<file path="src/rtl/cu_lane_array_accum_if.sv">
// Lane-side and drain-side bundle of the lane array accumulator.
// slave: the accumulator; master: lanes plus writeback stage.
interface cu_lane_array_accum_if #(
    parameter int LANES  = 4,
    parameter int PROD_W = 16,
    parameter int ACC_W  = 32
);
    localparam int LW = (LANES > 1) ? $clog2(LANES) : 1;

    logic                     sub_chunk_start_o;
    logic [LANES-1:0]         lane_acc_val_i;
    logic [LANES*PROD_W-1:0]  lane_acc_dat_i;
    logic [LANES-1:0]         lane_sub_end_i;
    logic                     out_valid_o;
    logic                     out_ready_i;
    logic [LW-1:0]            out_lane_o;
    logic [ACC_W-1:0]         out_dat_o;

    modport slave (
        output sub_chunk_start_o,
        input  lane_acc_val_i,
        input  lane_acc_dat_i,
        input  lane_sub_end_i,
        output out_valid_o,
        input  out_ready_i,
        output out_lane_o,
        output out_dat_o
    );

    modport master (
        input  sub_chunk_start_o,
        output lane_acc_val_i,
        output lane_acc_dat_i,
        output lane_sub_end_i,
        input  out_valid_o,
        output out_ready_i,
        input  out_lane_o,
        input  out_dat_o
    );
endinterface

</file>
<file path="src/rtl/cu_lane_array_accum.sv">
// Sequences LANES compute lanes through N sub-chunks, accumulates their
// partial sums into banked saturating accumulators and drains one bank.
// Ports: clk_i/rst_i (sync, active high), start_i + cfg_* job setup,
// bus (lane sums in, drain beats out), busy_o, done_o, protocol_err_o.
module cu_lane_array_accum #(
    parameter int LANES         = 4,
    parameter int PROD_W        = 16,
    parameter int ACC_W         = 32,
    parameter int BUF_NUM       = 4,
    parameter int SUB_CHUNK_MAX = 16
) (
    input  logic                             clk_i,
    input  logic                             rst_i,
    input  logic                             start_i,
    input  logic [$clog2(SUB_CHUNK_MAX):0]   cfg_sub_chunks_i,
    input  logic [$clog2(BUF_NUM)-1:0]       cfg_buf_sel_i,
    input  logic                             cfg_clear_i,
    input  logic                             cfg_relu_i,
    cu_lane_array_accum_if.slave             bus,
    output logic                             busy_o,
    output logic                             done_o,
    output logic                             protocol_err_o
);
    localparam int SCW = $clog2(SUB_CHUNK_MAX) + 1;
    localparam int BW  = $clog2(BUF_NUM);
    localparam int LW  = (LANES > 1) ? $clog2(LANES) : 1;

    typedef enum logic [1:0] {IDLE, START, RUN, DRAIN} state_e;

    state_e                  state_q, state_d;
    logic [SCW-1:0]          nsub_q, sub_cnt_q;
    logic [BW-1:0]           buf_q;
    logic                    relu_q;
    logic [LANES-1:0]        end_q, end_d;
    logic                    err_q, err_d;
    logic [LW-1:0]           lane_q;
    logic                    out_valid_q, done_q;
    logic [ACC_W-1:0]        out_dat_q;
    logic signed [ACC_W-1:0] bank_q [LANES][BUF_NUM];
    logic signed [ACC_W-1:0] bank_d [LANES][BUF_NUM];
    logic                    beat, last_beat, sub_done;
    logic [SCW-1:0]          nsub_cfg;

    function automatic logic signed [ACC_W-1:0] sat_add(
        input logic signed [ACC_W-1:0]  a,
        input logic signed [PROD_W-1:0] b
    );
        logic signed [ACC_W:0] s;
        s = {a[ACC_W-1], a} + {{(ACC_W+1-PROD_W){b[PROD_W-1]}}, b};
        // Top two bits disagree only on overflow; clamp toward the sign.
        if (s[ACC_W] != s[ACC_W-1])
            return s[ACC_W] ? {1'b1, {(ACC_W-1){1'b0}}}
                            : {1'b0, {(ACC_W-1){1'b1}}};
        return s[ACC_W-1:0];
    endfunction

    function automatic logic [ACC_W-1:0] relu_f(input logic [ACC_W-1:0] x);
        return (relu_q && x[ACC_W-1]) ? '0 : x;
    endfunction

    assign beat      = (state_q == DRAIN) && out_valid_q && bus.out_ready_i;
    assign last_beat = beat && (lane_q == LW'(LANES-1));

    always_comb begin
        if (cfg_sub_chunks_i == '0)
            nsub_cfg = SCW'(1);
        else if (cfg_sub_chunks_i > SCW'(SUB_CHUNK_MAX))
            nsub_cfg = SCW'(SUB_CHUNK_MAX);
        else
            nsub_cfg = cfg_sub_chunks_i;
    end

    always_comb begin
        state_d  = state_q;
        bank_d   = bank_q;
        end_d    = end_q;
        err_d    = err_q;
        sub_done = 1'b0;
        unique case (state_q)
            IDLE: begin
                if (start_i) begin
                    state_d = START;
                    if (cfg_clear_i)
                        for (int l = 0; l < LANES; l++)
                            bank_d[l][cfg_buf_sel_i] = '0;
                end
            end
            START: begin
                end_d   = '0;
                state_d = RUN;
            end
            RUN: begin
                for (int l = 0; l < LANES; l++) begin
                    if (bus.lane_acc_val_i[l]) begin
                        if (end_q[l])
                            err_d = 1'b1;
                        else
                            bank_d[l][buf_q] = sat_add(bank_q[l][buf_q],
                                bus.lane_acc_dat_i[l*PROD_W +: PROD_W]);
                    end
                end
                end_d = end_q | bus.lane_sub_end_i;
                if (&end_d) begin
                    sub_done = 1'b1;
                    state_d  = (sub_cnt_q + SCW'(1) == nsub_q) ? DRAIN : START;
                end
            end
            DRAIN: begin
                if (last_beat)
                    state_d = IDLE;
            end
        endcase
        // Lane activity is only meaningful while a sub-chunk is running.
        if (state_q != RUN &&
            (|bus.lane_acc_val_i || |bus.lane_sub_end_i))
            err_d = 1'b1;
    end

    always_ff @(posedge clk_i) begin
        if (rst_i) begin
            state_q     <= IDLE;
            nsub_q      <= '0;
            sub_cnt_q   <= '0;
            buf_q       <= '0;
            relu_q      <= 1'b0;
            end_q       <= '0;
            err_q       <= 1'b0;
            lane_q      <= '0;
            out_valid_q <= 1'b0;
            out_dat_q   <= '0;
            done_q      <= 1'b0;
            for (int l = 0; l < LANES; l++)
                for (int b = 0; b < BUF_NUM; b++)
                    bank_q[l][b] <= '0;
        end else begin
            state_q <= state_d;
            bank_q  <= bank_d;
            end_q   <= end_d;
            err_q   <= err_d;
            done_q  <= 1'b0;
            if (state_q == IDLE && start_i) begin
                nsub_q    <= nsub_cfg;
                sub_cnt_q <= '0;
                buf_q     <= cfg_buf_sel_i;
                relu_q    <= cfg_relu_i;
            end
            if (sub_done)
                sub_cnt_q <= sub_cnt_q + SCW'(1);
            // Lane 0 must see this cycle's final accumulation.
            if (state_q == RUN && state_d == DRAIN) begin
                out_valid_q <= 1'b1;
                lane_q      <= '0;
                out_dat_q   <= relu_f(bank_d[0][buf_q]);
            end
            if (last_beat) begin
                out_valid_q <= 1'b0;
                lane_q      <= '0;
                out_dat_q   <= '0;
                done_q      <= 1'b1;
            end else if (beat) begin
                lane_q    <= lane_q + LW'(1);
                out_dat_q <= relu_f(bank_q[lane_q + LW'(1)][buf_q]);
            end
        end
    end

    assign bus.sub_chunk_start_o = (state_q == START);
    assign bus.out_valid_o       = out_valid_q;
    assign bus.out_lane_o        = lane_q;
    assign bus.out_dat_o         = out_dat_q;
    assign busy_o                = (state_q != IDLE);
    assign done_o                = done_q;
    assign protocol_err_o        = err_q;
endmodule

</file>
<file path="src/flat_wrapper.sv">
// flat-port wrapper written by rule: the top's interface ports become plain ports
module cu_lane_array_accum_flat 
#(
    parameter int LANES         = 4,
    parameter int PROD_W        = 16,
    parameter int ACC_W         = 32,
    parameter int BUF_NUM       = 4,
    parameter int SUB_CHUNK_MAX = 16
)
  (clk_i, rst_i, start_i, cfg_sub_chunks_i, cfg_buf_sel_i, cfg_clear_i, cfg_relu_i, busy_o, done_o, protocol_err_o, bus_sub_chunk_start_o, bus_lane_acc_val_i, bus_lane_acc_dat_i, bus_lane_sub_end_i, bus_out_valid_o, bus_out_ready_i, bus_out_lane_o, bus_out_dat_o);
  cu_lane_array_accum_if #(.LANES(LANES), .PROD_W(PROD_W), .ACC_W(ACC_W)) bus_i ();
  input  logic clk_i;
  input  logic rst_i;
  input  logic start_i;
  input  logic [$clog2(SUB_CHUNK_MAX):0] cfg_sub_chunks_i;
  input  logic [$clog2(BUF_NUM)-1:0] cfg_buf_sel_i;
  input  logic cfg_clear_i;
  input  logic cfg_relu_i;
  output logic busy_o;
  output logic done_o;
  output logic protocol_err_o;
  output wire logic [$bits(bus_i.sub_chunk_start_o)-1:0] bus_sub_chunk_start_o;
  input wire logic [$bits(bus_i.lane_acc_val_i)-1:0] bus_lane_acc_val_i;
  input wire logic [$bits(bus_i.lane_acc_dat_i)-1:0] bus_lane_acc_dat_i;
  input wire logic [$bits(bus_i.lane_sub_end_i)-1:0] bus_lane_sub_end_i;
  output wire logic [$bits(bus_i.out_valid_o)-1:0] bus_out_valid_o;
  input wire logic [$bits(bus_i.out_ready_i)-1:0] bus_out_ready_i;
  output wire logic [$bits(bus_i.out_lane_o)-1:0] bus_out_lane_o;
  output wire logic [$bits(bus_i.out_dat_o)-1:0] bus_out_dat_o;
  assign bus_sub_chunk_start_o = bus_i.sub_chunk_start_o;
  assign bus_i.lane_acc_val_i = bus_lane_acc_val_i;
  assign bus_i.lane_acc_dat_i = bus_lane_acc_dat_i;
  assign bus_i.lane_sub_end_i = bus_lane_sub_end_i;
  assign bus_out_valid_o = bus_i.out_valid_o;
  assign bus_i.out_ready_i = bus_out_ready_i;
  assign bus_out_lane_o = bus_i.out_lane_o;
  assign bus_out_dat_o = bus_i.out_dat_o;
  cu_lane_array_accum #(.LANES(LANES), .PROD_W(PROD_W), .ACC_W(ACC_W), .BUF_NUM(BUF_NUM), .SUB_CHUNK_MAX(SUB_CHUNK_MAX)) u_core (.clk_i(clk_i), .rst_i(rst_i), .start_i(start_i), .cfg_sub_chunks_i(cfg_sub_chunks_i), .cfg_buf_sel_i(cfg_buf_sel_i), .cfg_clear_i(cfg_clear_i), .cfg_relu_i(cfg_relu_i), .bus(bus_i), .busy_o(busy_o), .done_o(done_o), .protocol_err_o(protocol_err_o));
endmodule
</file>
<file path="config.mk">
export PLATFORM = sky130hd
export DESIGN_NAME = cu_lane_array_accum_flat
export DESIGN_NICKNAME = d
export VERILOG_FILES = /design/src/rtl/cu_lane_array_accum_if.sv /design/src/rtl/cu_lane_array_accum.sv /design/src/flat_wrapper.sv
export SDC_FILE = /design/constraint.sdc
export NUM_CORES = 2
export LEC_CHECK = 0
export BUFFER_PORTS_ARGS = -buffer_cell sky130_fd_sc_hd__buf_2
export CAP_MARGIN = 20
export CORE_ASPECT_RATIO = 1.25
export CORE_MARGIN = 1
export CORE_UTILIZATION = 33
export DETAILED_ROUTE_END_ITERATION = 16
export PLACE_DENSITY = 0.53
export SETUP_SLACK_MARGIN = 0.05
export SYNTH_ARGS = -nofsm -noshare
export SYNTH_HDL_FRONTEND = slang
export SYNTH_SLANG_ARGS = --single-unit
</file>
<file path="constraint.sdc">
create_clock -name clk_i -period 7.5 [get_ports clk_i]
set_clock_uncertainty 0.2 [all_clocks]
set_input_delay 0.75 -clock clk_i [delete_from_list [all_inputs] [get_ports clk_i]]
set_output_delay 0.75 -clock clk_i [all_outputs]
set_load 0.05 [all_outputs]
</file>
Yosys cells after proc, flatten, opt, wreduce, memory -nomap -nowiden:

Index checks and enable logic that the tools add are counted.

* flip-flop bits (word level): 568
* latch bits: 0
* bits in writable memories: 0
* bits in read-only memories: 0
* input bits: 85
* output and inout port bits: 39
* word-level logic and storage cells: 202
* memories kept: 0

* $add $sub $neg: 6
* multiply operators: 0
* div/mod/pow operators: 0
* $lt $le $gt $ge: 6
* equality and inequality tests: 19
* shift-type cells: 0
* multiplexer cells: 109
* bitwise logic cells: 9
* reductions and logical operators: 26

Operators with widths (number)
* $mux 32: 42
* $mux 128: 10
* $mux 512: 2
* $pmux 512 s2: 1
* $and 128x128->128: 4
* $bwmux 128: 4
* $bmux 32 s2: 6
* $bmux 128 s2: 1
* $add 32x16->33: 4
* $demux 32 s2: 2
* $not 128->128: 1
* $mux 1: 29
* $mux 5: 4
* $ne 2x2->1 const B: 9
* $reduce_and 5->1: 3
* $mux 2: 6
* $reduce_bool 2->1: 6
* $logic_and 1x1->1: 10
* $ge 3x3->1 const B: 3
* $not 2->3: 3
* $eq 2x2->1 const B: 4
* $pmux 2 s4: 1
* $pmux 4 s2: 1
* $reduce_or 4->1: 2
* 13 further kinds: 17

Longest topological paths before layout:

* depth in word-level cells: 25
* depth in mapped cells: 24
* depth with buffers taken out: 18

Least setup slack after synthesis:

Ideal clock, no wire load.

* kind: register to register
* start point: register u_core.buf_q[1]
* end point: register u_core.bank_q[158] in the netlist's numbering
* library setup time: 136 ps
* data arrival time: 6006 ps
* required time: 7164 ps
* slack: 1158 ps
* cell stages (with the launch flop): 24
* path buffers: 6
* period minus slack after synthesis: 6342 ps
* cells stage by stage: dfxtp_1 > clkbuf_1 > clkbuf_1 > clkbuf_1 > clkbuf_1 > clkbuf_1 > mux4_2 > ha_1 > a21o_1 > a21oi_1 > o31a_1 > a31oi_1 > o22ai_1 > o21ai_0 > a221o_1 > a221o_1 > a21boi_0 > xnor2_1 > ha_1 > clkbuf_1 > nor3b_1 > mux2_2 > nor4_1 > o21ai_0

* longest elaborated chain between the ends: 18
* elaborated cells on any way between the ends: 25
* those cells by class: add/sub (1); order compare (2); eq/ne (1); mux (19); bitwise (1); reduce/logical (1)

RTL lines
* start: declaration: line cu_lane_array_accum.sv:32 `logic [BW-1:0] buf_q;`
* start signal: assignment: line cu_lane_array_accum.sv:144 `buf_q <= cfg_buf_sel_i;`
* $not 2->3 (implied by the code) *: line cu_lane_array_accum.sv:98 `bank_d[l][buf_q] = sat_add(bank_q[l][buf_q],`
* $bmux 32 s2: line cu_lane_array_accum.sv:98
* $mux 32 (implied by the code) (2 in series): line cu_lane_array_accum.sv:98
* $add 32x16->33: line cu_lane_array_accum.sv:49 `s = {a[ACC_W-1], a} + {{(ACC_W+1-PROD_W){b[PROD_W-1]}}, b};`
* $ne 1x1->1: line cu_lane_array_accum.sv:51 `if (s[ACC_W] != s[ACC_W-1])`
* $mux 1: line cu_lane_array_accum.sv:51
* $mux 1: line cu_lane_array_accum.sv:95 `if (end_q[l])`
* $mux 1: line cu_lane_array_accum.sv:94 `if (bus.lane_acc_val_i[l]) begin`
* $mux 1: line cu_lane_array_accum.sv:79 `unique case (state_q)`
* $mux 32: line cu_lane_array_accum.sv:54 `return s[ACC_W-1:0];`
* $mux 32: line cu_lane_array_accum.sv:95
* $mux 32: line cu_lane_array_accum.sv:94
* $mux 32: line cu_lane_array_accum.sv:79
* $bwmux 128 *: line cu_lane_array_accum.sv:98
* $mux 128 *: line cu_lane_array_accum.sv:95
* $mux 128 *: line cu_lane_array_accum.sv:94
* $pmux 512 s2 *: line cu_lane_array_accum.sv:79
* end signal: assignment: line cu_lane_array_accum.sv:137 `bank_q <= bank_d;`
* end: declaration: line cu_lane_array_accum.sv:39 `logic signed [ACC_W-1:0] bank_q [LANES][BUF_NUM];`

Mark *: on every way between the ends. The rest lies on a longest branch, timed or not. The select of a mux whose other input is x is not followed.
A chain may end at the register's enable or synchronous reset.

Worst setup path after layout:

* start point: register u_core.buf_q[0]
* end point: register u_core.out_dat_q[2], in the netlist u_core.bus.out_dat_o[2]

* longest elaborated chain between the ends: 25
* elaborated cells on any way between the ends: 37
* those cells by class: add/sub (1); order compare (2); eq/ne (1); mux (29); bitwise (1); reduce/logical (3)

RTL lines
* $not 2->3 (implied by the code) *: line cu_lane_array_accum.sv:98, cu_lane_array_accum.sv:153, cu_lane_array_accum.sv:162
* $bmux 32 s2: line cu_lane_array_accum.sv:98
* $mux 32 (implied by the code) (2 in series): line cu_lane_array_accum.sv:98
* $add 32x16->33: line cu_lane_array_accum.sv:49
* $ne 1x1->1: line cu_lane_array_accum.sv:51
* $mux 1: line cu_lane_array_accum.sv:51
* $mux 1: line cu_lane_array_accum.sv:95
* $mux 1: line cu_lane_array_accum.sv:94
* (+7 left out)
* $mux 128: line cu_lane_array_accum.sv:94
* $pmux 512 s2: line cu_lane_array_accum.sv:79
* $bmux 32 s2: line cu_lane_array_accum.sv:153 `out_dat_q <= relu_f(bank_d[0][buf_q]);`
* $mux 32 (implied by the code) (2 in series): line cu_lane_array_accum.sv:153
* $logic_and 1x1->1: line cu_lane_array_accum.sv:58 `return (relu_q && x[ACC_W-1]) ? '0 : x;`
* $mux 32: line cu_lane_array_accum.sv:58
* $mux 32: line cu_lane_array_accum.sv:150 `if (state_q == RUN && state_d == DRAIN) begin`
* $mux 32 *: line cu_lane_array_accum.sv:160 `end else if (beat) begin`
* end signal: assignment: line cu_lane_array_accum.sv:153
* end signal: assignment: line cu_lane_array_accum.sv:162 `out_dat_q <= relu_f(bank_q[lane_q + LW'(1)][buf_q]);`
* end: declaration: line cu_lane_array_accum.sv:38 `logic [ACC_W-1:0] out_dat_q;`

Marked as above.

==> out/metrics.csv <==
stage;metric;value;unit
run_status;status;finished clean;
global_routing;grt_pass1_wl;223100;um
worst_setup_path;path_max_fanout;43;
synthesis;netlist_area;34990;um2
clock_tree;cts_tree;done;
global_routing;met1_usage;37.87;%
cells_and_area;area_delta_synth_final;12.48;%
floorplanning;start_util;33.27;%
drt;route.antenna.remaining_nets;0;
clock_tree;cts.path.max_buffers;3;
floorplanning;die_area;107300;um2
cells_and_area;layout_commonest_cell;dfxtp_1;
synthesis;synth-edff-count;0;
global_routing;antenna_found_initial;10;
pwr;power_density;177.5;nW/um2
worst_setup_path;start_kind;flop;
global_routing;grtUsageTotal;28.28;%
worst_setup_path;path_cells;buf_12 -> buf_4 -> mux4_2 -> ha_1 -> a21oi_1 -> o21ai_0 -> a311oi_1 -> a211oi_2 -> a31o_2 -> nand3_1 -> and2_1 -> o21ai_0 -> a221oi_1 -> a32oi_1 -> a31o_2;
sta;rsz0062_at_grt;no;
drt;drt_iter0_drc;4428;
drt;drt_first_pass_iters;8;
synthesis;synth-async-reset-ratio;0;%
clock_tree;cts_buffers;58;
worst_setup_path;cp-end-kind;flop;
clock_tree;cts_setup_buffers;0;
drt;viasPerCell;6.420;
hold_path;holdPathStages;3;
floorplanning;rows;133;
worst_setup_path;reg2reg_depth;15;
clock_tree;worstSkewPairLatency;0.67;ns
worst_setup_path;arrival;7.05;ns
cells_and_area;multi_input_area;22500;um2
worst_setup_path;reg2reg_slack;0.81;ns
floorplanning;die_h;366.0;um
placed_design;portBuffers;123;
floorplanning;core_area;105200;um2
global_routing;grt_use_met3;7.589;%
sta;final_max_slew_viol_count;0;
hold_path;min_path_type;input port to flop;
synthesis;yosys_register_bits;568;
sta;hold_viol;0;
synthesis;synth_largest_area_cell;dfxtp_1;
cells_and_area;final_cell_mix;dfxtp_1 (565), nor2_1 (452), a22oi_1 (297), mux4_2 (291), nand2_1 (236);
global_routing;grt_overflow;0;
drt;routedWlPerCell;30.47;um
clock_tree;post_cts_resize_count;0;
drt;wirelength;156000;um
global_routing;grt_start_max_net_pins;222;
clock_tree;root_buffer;clkbuf_16;
pwr;vdd_ir_drop_max;0.1849;mV
synthesis;synth_warnings;0;
sta;fmax;149.4;MHz
clock_tree;clkSinkCount;568;
global_routing;grt_pass1_vias;30760;
placed_design;dp_hpwl;116200;um
global_routing;grt_util_met2;42.47;%
placed_design;gp_congestion;0.9278;
synthesis;yosysSeqAreaShare;32.50;%
drt;remaining_drc_errors;0;
floorplanning;die_x;293.2;um
sta;setup_viol;0;
drt;routed-via-count;32870;
worst_setup_path;cpPeakStageDelay;0.69;ns
sta;tns;0;ns
floorplanning;io_pins;124;
synthesis;synth_area_leaders;dfxtp_1 (33%), mux4_2 (19%), a22oi_1 (6.4%), ha_1 (4.9%), nor2_1 (4.9%);
sta;final.period_utilization;89.26;%
synthesis;syn_nets;3868;
sta;min_period;6.695;ns
cells_and_area;nets;3884;
worst_setup_path;crit_type;flop to flop;
synthesis;synth_top_area_share;32.50;%
sta;worst_pin_slew;1.175;ns
global_routing;busiest_layer;met2;
synthesis;ys.flop_type;dfxtp_1;
cells_and_area;utilization;37.42;%
clock_tree;holdBufCountCts;0;
synthesis;postSynthCellCount;3641;
pwr;p_leak;14.30;nW
sta;slew_headroom;21.69;%
clock_tree;htreeDepth;2;
cells_and_area;layout.area.seq;11380;um2
synthesis;ys_types;85;
cells_and_area;drive_gt1_share;18.70;%
clock_tree;clk_pin_slew_worst_paths;0.07;ns
cells_and_area;n_fill_cell;10610;
worst_setup_path;cp_slowest_cell;and2_1;
worst_setup_path;critPathRequiredTime;7.85;ns
synthesis;synth_area_per_cell;9.609;um2
flow_run;maxCapViolCount;0;
-- Yosys cell counts (15+ instances only) --
| cell type | instances |
|---|---|
| a2bb2oi_1 | 24 |
| clkbuf_1 | 207 |
| ha_1 | 138 |
| buf_1 | 40 |
| o211ai_1 | 28 |
| a211oi_1 | 15 |
| nor3_1 | 30 |
| a21o_1 | 64 |
| nand4_1 | 17 |
| a22oi_1 | 297 |
| a221oi_1 | 38 |
| o22ai_1 | 27 |
| buf_2 | 23 |
| dfxtp_1 | 568 |
| nor2b_1 | 22 |
| o21bai_1 | 18 |
| a21oi_1 | 221 |
| nand2b_1 | 32 |
| a31oi_1 | 16 |
| nand3_1 | 51 |
| o21ai_0 | 206 |
| xnor2_1 | 64 |
| xor2_1 | 48 |
| and3_1 | 20 |
| a22o_1 | 25 |
| a221o_1 | 83 |
| a211o_1 | 35 |
| inv_1 | 53 |
| mux4_2 | 291 |
| and2_1 | 19 |
| o21a_1 | 27 |
| nand2_1 | 236 |
| nand3b_1 | 29 |
| nor2_1 | 460 |
-- path summary, 6_finish.rpt --
| path | startpoint | endpoint |
|---|---|---|
| max | u_core.buf_q[0] | u_core.bus.out_dat_o[2] |
| min | cfg_relu_i | u_core.relu_q |
| max reg2reg | u_core.buf_q[0] | u_core.bus.out_dat_o[2] |
| min reg2reg | u_core.nsub_q[3] | u_core.nsub_q[3] |
-- logic make-up (layout without fill, tap and decap cells) --
kind of cell               after synthesis  after routing  synth area share [%]
buffers and inverters                  329            389                 3.659
adders and majority gates              142            142                 5.164
and+or+nand+nor                        971            971                 12.38
AOI/OAI and AO/OA                     1214           1214                 24.28
xor gates and xnor gates               113            113                 2.850
other                                    0              2                     0
DFF                                    568            568                 32.50
muxes                                  304            304                 19.17
-- metrics by stage --
stage               hold WS [ns]  instance area, um2  worst slack [ns]  power, W  cells
floorplan                 0.2369               34990             1.158  0.003617   3641
global placement          0.2584               37390             1.034  0.003946   5014
detailed placement        0.2622               37390            0.9698  0.003944   5014
CTS                       0.1191               39350            0.9382  0.006987   5118
global route              0.1737               39350            0.5912  0.007145   5118
finish                    0.1354               39350            0.8053  0.006987   5120
-- flip-flops by register name (all words and copies together), names as in the netlist --
signal / flops
u_core.nsub_q: 5
u_core.bus.out_dat_o: 32
u_core.relu_q: 1
u_core.protocol_err_o: 1
u_core.sub_cnt_q: 5
u_core.end_q: 4
u_core.bus.out_lane_o: 2
u_core.bank_q: 512
u_core.done_o: 1
u_core.buf_q: 2
u_core.bus.out_valid_o: 1
u_core.state_q: 2
-- cell type report --
cell class / instances / share of cell area (%)
well taps: 1417 / 4.505
clock buffers: 83 / 4.391
multi-input cells: 2744 / 57.18
diodes: 2 / 0.01272
repair buffers: 230 / 3.885
clock inverters: 21 / 0.5755
flip-flops and latches: 568 / 28.92
inverters: 55 / 0.5278
-- report_power, final --
part,internal [W],switching (W)
registers,0.00303,0.0000222
clock network,0.00173,0.00136
logic,0.000242,0.000605
total,0.00500,0.00199
-- critical path: cells and delay by family (launching register included) --
kind                     cells  cell delay (ns)
flip-flops                   1             0.61
AND/OR/NAND/NOR              2             0.89
multiplexers                 1             0.61
AO/OA/AOI/OAI                9             3.06
buffers and inverters        2             0.76
adder cells (fa/ha/maj)      1             0.39
-- routing by layer --
metal | wire length, um | vias to the layer above | share of wire (%)
met4 | 7551 | 10 | 4.8
met2 | 68100 | 2135 | 44
met1 | 61070 | 16340 | 39
met3 | 19240 | 296 | 12
met5 | 56 | - | 0.036
li1 | - | 14090 | -
Note: power is estimated with default switching activity, not from simulation.
